===== src/rtl/froc_test_pkg.sv =====
// Shared types and width constants for the FRoC test sequencer and its sink checker.
package froc_test_pkg;

  localparam int unsigned FROC_STATE_W   = 4;
  localparam int unsigned FROC_NUM_SINKS = 8;
  localparam int unsigned FROC_ERR_CNT_W = 16;

  typedef enum logic [2:0] {
    S_IDLE,
    S_LAUNCH,
    S_SETTLE,
    S_CAPTURE,
    S_COMPARE,
    S_NEXT,
    S_DONE
  } seq_state_e;

  // Run outcome as seen by reporting logic, at the default widths.
  typedef struct packed {
    logic                      pass;
    logic [FROC_ERR_CNT_W-1:0] err_count;
    logic                      first_fail_valid;
    logic [FROC_STATE_W-1:0]   first_fail_state;
    logic [FROC_NUM_SINKS-1:0] mismatch_mask;
  } froc_result_t;

endpackage


===== src/rtl/froc_sink_checker.sv =====
// Captures sink/golden pairs, compares them and keeps the error count and first-fail record.
module froc_sink_checker
  import froc_test_pkg::*;
#(
  parameter int unsigned STATE_W = FROC_STATE_W,
  parameter int unsigned SINK_W  = FROC_NUM_SINKS,
  parameter int unsigned ERR_W   = FROC_ERR_CNT_W
) (
  input  logic               clk,
  input  logic               reset_n,
  input  logic               clear,
  input  logic               sample,
  input  logic               compare,
  input  logic [STATE_W-1:0] state,
  input  logic [SINK_W-1:0]  sinks_in,
  input  logic [SINK_W-1:0]  exp_sinks,
  output logic [ERR_W-1:0]   err_count,
  output logic               first_fail_valid,
  output logic [STATE_W-1:0] first_fail_state,
  output logic [SINK_W-1:0]  mismatch_mask
);

  logic [SINK_W-1:0] cap_sinks;
  logic [SINK_W-1:0] cap_exp;
  logic [SINK_W-1:0] diff_c;

  assign diff_c = cap_sinks ^ cap_exp;

  // Capture registers: only loaded on the sample strobe.
  always_ff @(posedge clk or negedge reset_n) begin
    if (!reset_n) begin
      cap_sinks <= '0;
      cap_exp   <= '0;
    end else if (clear) begin
      cap_sinks <= '0;
      cap_exp   <= '0;
    end else if (sample) begin
      cap_sinks <= sinks_in;
      cap_exp   <= exp_sinks;
    end
  end

  // Saturating error count and sticky first-fail record.
  always_ff @(posedge clk or negedge reset_n) begin
    if (!reset_n) begin
      err_count        <= '0;
      first_fail_valid <= 1'b0;
      first_fail_state <= '0;
      mismatch_mask    <= '0;
    end else if (clear) begin
      err_count        <= '0;
      first_fail_valid <= 1'b0;
      first_fail_state <= '0;
      mismatch_mask    <= '0;
    end else if (compare && (diff_c != '0)) begin
      if (err_count != {ERR_W{1'b1}}) begin
        err_count <= err_count + ERR_W'(1);
      end
      if (!first_fail_valid) begin
        first_fail_valid <= 1'b1;
        first_fail_state <= state;
        mismatch_mask    <= diff_c;
      end
    end
  end

endmodule


===== src/rtl/froc_test_sequencer.sv =====
// Walks the FRoC state vector through a test run: launch, settle, capture, compare per state.
module froc_test_sequencer
  import froc_test_pkg::*;
#(
  parameter int unsigned STATE_LENGTH  = FROC_STATE_W,
  parameter int unsigned NUM_SINKS     = FROC_NUM_SINKS,
  parameter int unsigned NUM_STATES    = 16,
  parameter int unsigned SETTLE_CYCLES = 4,
  parameter int unsigned ERR_CNT_W     = FROC_ERR_CNT_W
) (
  input  logic                    clk,
  input  logic                    reset_n,
  input  logic                    start,
  input  logic                    abort,
  output logic [STATE_LENGTH-1:0] state_out,
  output logic                    launch,
  output logic                    capture,
  input  logic [NUM_SINKS-1:0]    sinks_in,
  input  logic [NUM_SINKS-1:0]    exp_sinks,
  output logic                    busy,
  output logic                    done,
  output logic                    pass,
  output logic [ERR_CNT_W-1:0]    err_count,
  output logic                    first_fail_valid,
  output logic [STATE_LENGTH-1:0] first_fail_state,
  output logic [NUM_SINKS-1:0]    mismatch_mask
);

  localparam int unsigned CNT_W = (SETTLE_CYCLES > 0) ? $clog2(SETTLE_CYCLES + 1) : 1;
  localparam logic [STATE_LENGTH-1:0] LAST_STATE = STATE_LENGTH'(NUM_STATES - 1);

  seq_state_e              state_q, state_d;
  logic [CNT_W-1:0]        cnt_q, cnt_d;
  logic [STATE_LENGTH-1:0] state_out_d;
  logic                    launch_d, capture_d, busy_d, done_d, pass_d;
  logic                    clear_c, sample_c, compare_c;

  // State and registered outputs.
  always_ff @(posedge clk or negedge reset_n) begin
    if (!reset_n) begin
      state_q   <= S_IDLE;
      cnt_q     <= '0;
      state_out <= '0;
      launch    <= 1'b0;
      capture   <= 1'b0;
      busy      <= 1'b0;
      done      <= 1'b0;
      pass      <= 1'b0;
    end else begin
      state_q   <= state_d;
      cnt_q     <= cnt_d;
      state_out <= state_out_d;
      launch    <= launch_d;
      capture   <= capture_d;
      busy      <= busy_d;
      done      <= done_d;
      pass      <= pass_d;
    end
  end

  // Next state; launch/capture are set on entry so they are high exactly while in that state.
  always_comb begin
    state_d     = state_q;
    cnt_d       = cnt_q;
    state_out_d = state_out;
    launch_d    = 1'b0;
    capture_d   = 1'b0;
    busy_d      = busy;
    done_d      = done;
    pass_d      = pass;
    clear_c     = 1'b0;
    sample_c    = 1'b0;
    compare_c   = 1'b0;

    if (abort && (state_q != S_IDLE)) begin
      state_d = S_IDLE;
      busy_d  = 1'b0;
      done_d  = 1'b0;
      pass_d  = 1'b0;
    end else begin
      case (state_q)
        S_IDLE, S_DONE: begin
          if (start) begin
            clear_c     = 1'b1;
            state_out_d = '0;
            busy_d      = 1'b1;
            done_d      = 1'b0;
            pass_d      = 1'b0;
            launch_d    = 1'b1;
            state_d     = S_LAUNCH;
          end
        end
        S_LAUNCH: begin
          cnt_d = CNT_W'(SETTLE_CYCLES);
          if (SETTLE_CYCLES > 0) begin
            state_d = S_SETTLE;
          end else begin
            capture_d = 1'b1;
            state_d   = S_CAPTURE;
          end
        end
        S_SETTLE: begin
          cnt_d = cnt_q - CNT_W'(1);
          if (cnt_q == CNT_W'(1)) begin
            capture_d = 1'b1;
            state_d   = S_CAPTURE;
          end
        end
        S_CAPTURE: begin
          sample_c = 1'b1;
          state_d  = S_COMPARE;
        end
        S_COMPARE: begin
          compare_c = 1'b1;
          state_d   = S_NEXT;
        end
        S_NEXT: begin
          if (state_out == LAST_STATE) begin
            done_d  = 1'b1;
            pass_d  = (err_count == '0);
            busy_d  = 1'b0;
            state_d = S_DONE;
          end else begin
            state_out_d = state_out + STATE_LENGTH'(1);
            launch_d    = 1'b1;
            state_d     = S_LAUNCH;
          end
        end
        default: state_d = S_IDLE;
      endcase
    end
  end

  froc_sink_checker #(
    .STATE_W (STATE_LENGTH),
    .SINK_W  (NUM_SINKS),
    .ERR_W   (ERR_CNT_W)
  ) u_checker (
    .clk              (clk),
    .reset_n          (reset_n),
    .clear            (clear_c),
    .sample           (sample_c),
    .compare          (compare_c),
    .state            (state_out),
    .sinks_in         (sinks_in),
    .exp_sinks        (exp_sinks),
    .err_count        (err_count),
    .first_fail_valid (first_fail_valid),
    .first_fail_state (first_fail_state),
    .mismatch_mask    (mismatch_mask)
  );

endmodule

===== config.mk =====
export PLATFORM = sky130hd
export DESIGN_NAME = froc_test_sequencer
export DESIGN_NICKNAME = d
export VERILOG_FILES = /design/src/rtl/froc_test_pkg.sv /design/src/rtl/froc_sink_checker.sv /design/src/rtl/froc_test_sequencer.sv
export SDC_FILE = /design/constraint.sdc
export NUM_CORES = 1
export LEC_CHECK = 0
export CORE_MARGIN = 8
export CORE_UTILIZATION = 35
export CTS_BUF_LIST = sky130_fd_sc_hd__clkbuf_16
export CTS_CLUSTER_DIAMETER = 80
export DETAILED_ROUTE_END_ITERATION = 10
export PLACE_DENSITY = 0.6
export SYNTH_ARGS = -nofsm -noshare
export SYNTH_HDL_FRONTEND = slang
export SYNTH_SLANG_ARGS = --single-unit
export TNS_END_PERCENT = 5

===== constraint.sdc =====
create_clock -name clk -period 2.55 [get_ports clk]
set_input_delay 0.255 -clock clk [delete_from_list [all_inputs] [get_ports clk]]
set_output_delay 0.255 -clock clk [all_outputs]
set_load 0.005 [all_outputs]

==> out/metrics.cfg, run 1 <==
[run_status]
status = complete, no violations

[yosys]
synth-seq-area-share_pct = 50.72
yosys_warnings = 0
avgSynthCellArea_sq_um = 9.309
synth_cell_types = 42
syn_nets = 343
synthCells = 318
syn_area_sq_um = 2960
ys_seq_elements = 60

[layout]
layout.cells.non_filler = 490
final_nets = 405
final_layout_size_suffix_gt1_share_pct = 8.831
diodes = 0
area_growth_pct = 34.36
mostFrequentLayoutCell = nand2_1
layout_common_cells = nand2_1 (68), dfrtp_1 (60), clkdlybuf4s50_1 (56)

[floorplan]
rows = 33
initial_core_util_pct = 36.03
core-area_sq_um = 8217
die_area_sq_um = 11660
die_y_um = 108.0
die_w_um = 108.0
io_pins = 58

[clock_tree]
htreeDepth = 3
cts_hold_buf = 0
clock_latency_ps = 320
root_buffer = clkbuf_16
clk_pin_slew_worst_paths_ps = 50
post_cts_buffers = 0
clock_path_buffers = 2
cts.repair.resized = 0
cts_buffers = 9
cts_tree = built
clock_sinks = 60

[power]
p_sw_share_pct = 32.04
seqPwrFrac_pct = 36.3
p_clk_share_pct = 35.8
peakVddDrop_mv = 0.3676
comb_power_share_pct = 27.9
powerDensity_nw_per_um2 = 877.9
internal_power_mw = 2.373
p_switching_mw = 1.119
leakagePower_nw = 1.696

[place]
gp_congestion = 0.8452
dp.cells = 474
dp_hpwl_mm = 5.242
numPortBuffers = 57

[route]
drc = 0
wl_mm = 7.259
routedWlPerCell_um = 14.81
route.vias.total = 2456
drtAntennaViolNets = 0
viasPerCell = 5.012
drtPass1Iterations = 4
dr.first_iter.drc_count = 120

[critical_path]
end_kind = flop
slowest_stage = nand2b_1
reg2reg_slack_ps = 280
crit_type = reg -> reg
startpoint_type = flop
critPathBufInv = 0
critPathMaxFanout = 21
crit_required_ps = 2780
path_cells = xnor2_1 -> nand4_1 -> o211ai_4 -> nand2b_1 -> nand3_1 -> o21ai_0
critPathArrivalTime_ps = 2490
critPathTopFamily = simple AND/OR/NAND/NOR gates
critPathMaxStageDelay_ps = 600

[job]
maxCapViolCount = 0

[sta]
relSlewSlack_pct = 55.93
hold_slack_ps = 33.95
period_share_pct = 88.88
finClkSkew_ps = 10.27
rsz0062_at_grt = no
fmax_mhz = 441.2
hold_viol_final = 0
slew_violations = 0
period_minus_slack_ps = 2266
worst_pin_slew_ps = 661.0
fin_setup_tns_ps = 0
setup_violations = 0

[global_route]
grt_start_max_net_pins = 53
grt_use_total_pct = 12.91
grt_pass1_wl_mm = 11.93
antenna_found_initial = 0
grt_pass1_vias = 2425
grt_overflow = 0

[min_path]
hold_path.class = in -> async

[per-layer routing]
layer	track usage, %	vias to the layer above	wire length [um]
li1	-	1230	-
met1	16.55	1161	3414
met2	19.70	60	3306
met3	4.343	5	449
met4	4.856	0	88
met5	0	-	0
[logic make-up after synthesis]
| kind of cell | share of synthesized area [%] |
|---|---|
| buffers and inverters | 3.593 |
| adders and majority gates | 2.113 |
| xor gates and xnor gates | 5.325 |
| muxes | 2.409 |
| and+or+nand+nor | 24.89 |
| AOI/OAI and AO/OA | 10.95 |
| DFF | 50.72 |
[metrics by stage]
step           total power [mW]  utilization, %  instance area (sq um)  setup WS, ps
3_3_place_gp              2.245           44.65                   3669         332.8
4_1_cts                   3.528           48.41                   3978         267.3
2_1_floorplan             1.897               -                   2960         769.5
3_5_place_dp              2.262           44.65                   3669         267.1
5_1_grt                   3.703           48.41                   3978         110.6
6_report                  3.492           48.41                   3978         283.6
[cell usage after synthesis, drive strengths merged]
| master | n | area, sq um |
|---|---|---|
| a41o | 1 | 10.01 |
| nor4 | 6 | 58.80 |
| xnor2 | 17 | 148.9 |
| nand4 | 10 | 68.81 |
| and3 | 4 | 25.02 |
| inv | 10 | 37.54 |
| nand3b | 1 | 7.510 |
| nor2 | 24 | 90.09 |
| a31o | 1 | 8.760 |
| nand2b | 2 | 12.51 |
| nand2 | 68 | 255.2 |
| nand3 | 18 | 90.09 |
| buf | 5 | 31.28 |
| a21boi | 1 | 11.26 |
| dfrtp | 60 | 1501 |
| nor3 | 8 | 51.30 |
| a211oi | 2 | 15.01 |
| o31ai | 1 | 7.510 |
| xor2 | 1 | 8.760 |
| o211ai | 1 | 21.27 |
| a222oi | 1 | 10.01 |
| nor2b | 1 | 6.260 |
| a21oi | 26 | 133.9 |
| nor3b | 4 | 41.29 |
| mux2 | 1 | 11.26 |
| mux2i | 6 | 60.06 |
| ha | 5 | 62.56 |
| or2 | 2 | 12.51 |
| o21ai | 15 | 75.07 |
| o21bai | 1 | 7.510 |
| a31oi | 1 | 6.260 |
| a22o | 1 | 8.760 |
| clkbuf | 10 | 37.54 |
| nor4b | 2 | 17.52 |
| o32ai | 1 | 8.760 |
[sequential cells by signal (all words and copies together), names as in the netlist, 3 cells and up]
| register | cells |
|---|---|
| u_checker.err_count | 16 |
| u_checker.cap_exp | 8 |
| u_checker.cap_sinks | 8 |
| u_checker.mismatch_mask | 8 |
| state_out | 4 |
| u_checker.first_fail_state | 4 |
| cnt_q | 3 |
| state_q | 3 |
[area by class of cell]
| class | instances | area, sq um |
|---|---|---|
| Clock buffer | 9 | 225.2 |
| Sequential cell | 60 | 1501 |
| Multi-Input combinational cell | 233 | 1353 |
| Fill cell | 772 | 4239 |
| Clock inverter | 7 | 83.83 |
| Inverter | 10 | 37.54 |
| Timing Repair Buffer | 66 | 645.6 |
| Tap cell | 105 | 131.4 |
[path summary, 6_finish.rpt]
path,depth (start not counted),endpoint,startpoint
hold reg to reg,2,pass,pass
min in group clk,2,pass,pass
hold / removal,2,u_checker.err_count[10],reset_n
max in group asynchronous,3,u_checker.err_count[11],reset_n
setup reg to reg,6,u_checker.mismatch_mask[7],u_checker.cap_exp[0]
setup / recovery,6,u_checker.mismatch_mask[7],u_checker.cap_exp[0]
[worst register-to-register path: cells and delay by family (launching register included)]
kind / cells / cell delay [ps]
AO/OA/AOI/OAI: 2 / 570
XOR/XNOR: 1 / 270
flip-flops: 1 / 390
AND/OR/NAND/NOR: 3 / 950
[power groups by stage]
stage | combinational [mW] | sequential (mW) | clock [mW]
6_report | 0.976 | 1.27 | 1.25
5_1_grt | 1.09 | 1.29 | 1.32
4_1_cts | 0.989 | 1.27 | 1.27
3_5_place_dp | 0.981 | 1.28 | 0
3_3_place_gp | 0.971 | 1.27 | 0
2_1_floorplan | 0.652 | 1.24 | 0
Power figures use the tool's default switching activity.
==> run 2, diff against run 1 <==
--- a/config.mk
+++ b/config.mk
@@ -8,7 +8,7 @@
 export CORE_MARGIN = 8
 export CORE_UTILIZATION = 35
 export CTS_BUF_LIST = sky130_fd_sc_hd__clkbuf_16
-export CTS_CLUSTER_DIAMETER = 80
+export CTS_CLUSTER_DIAMETER = 150
 export DETAILED_ROUTE_END_ITERATION = 10
 export PLACE_DENSITY = 0.6
 export SYNTH_ARGS = -nofsm -noshare
==> results of run 2 <==
No change in the layout: final DEF, timing and power equal those of run 1.
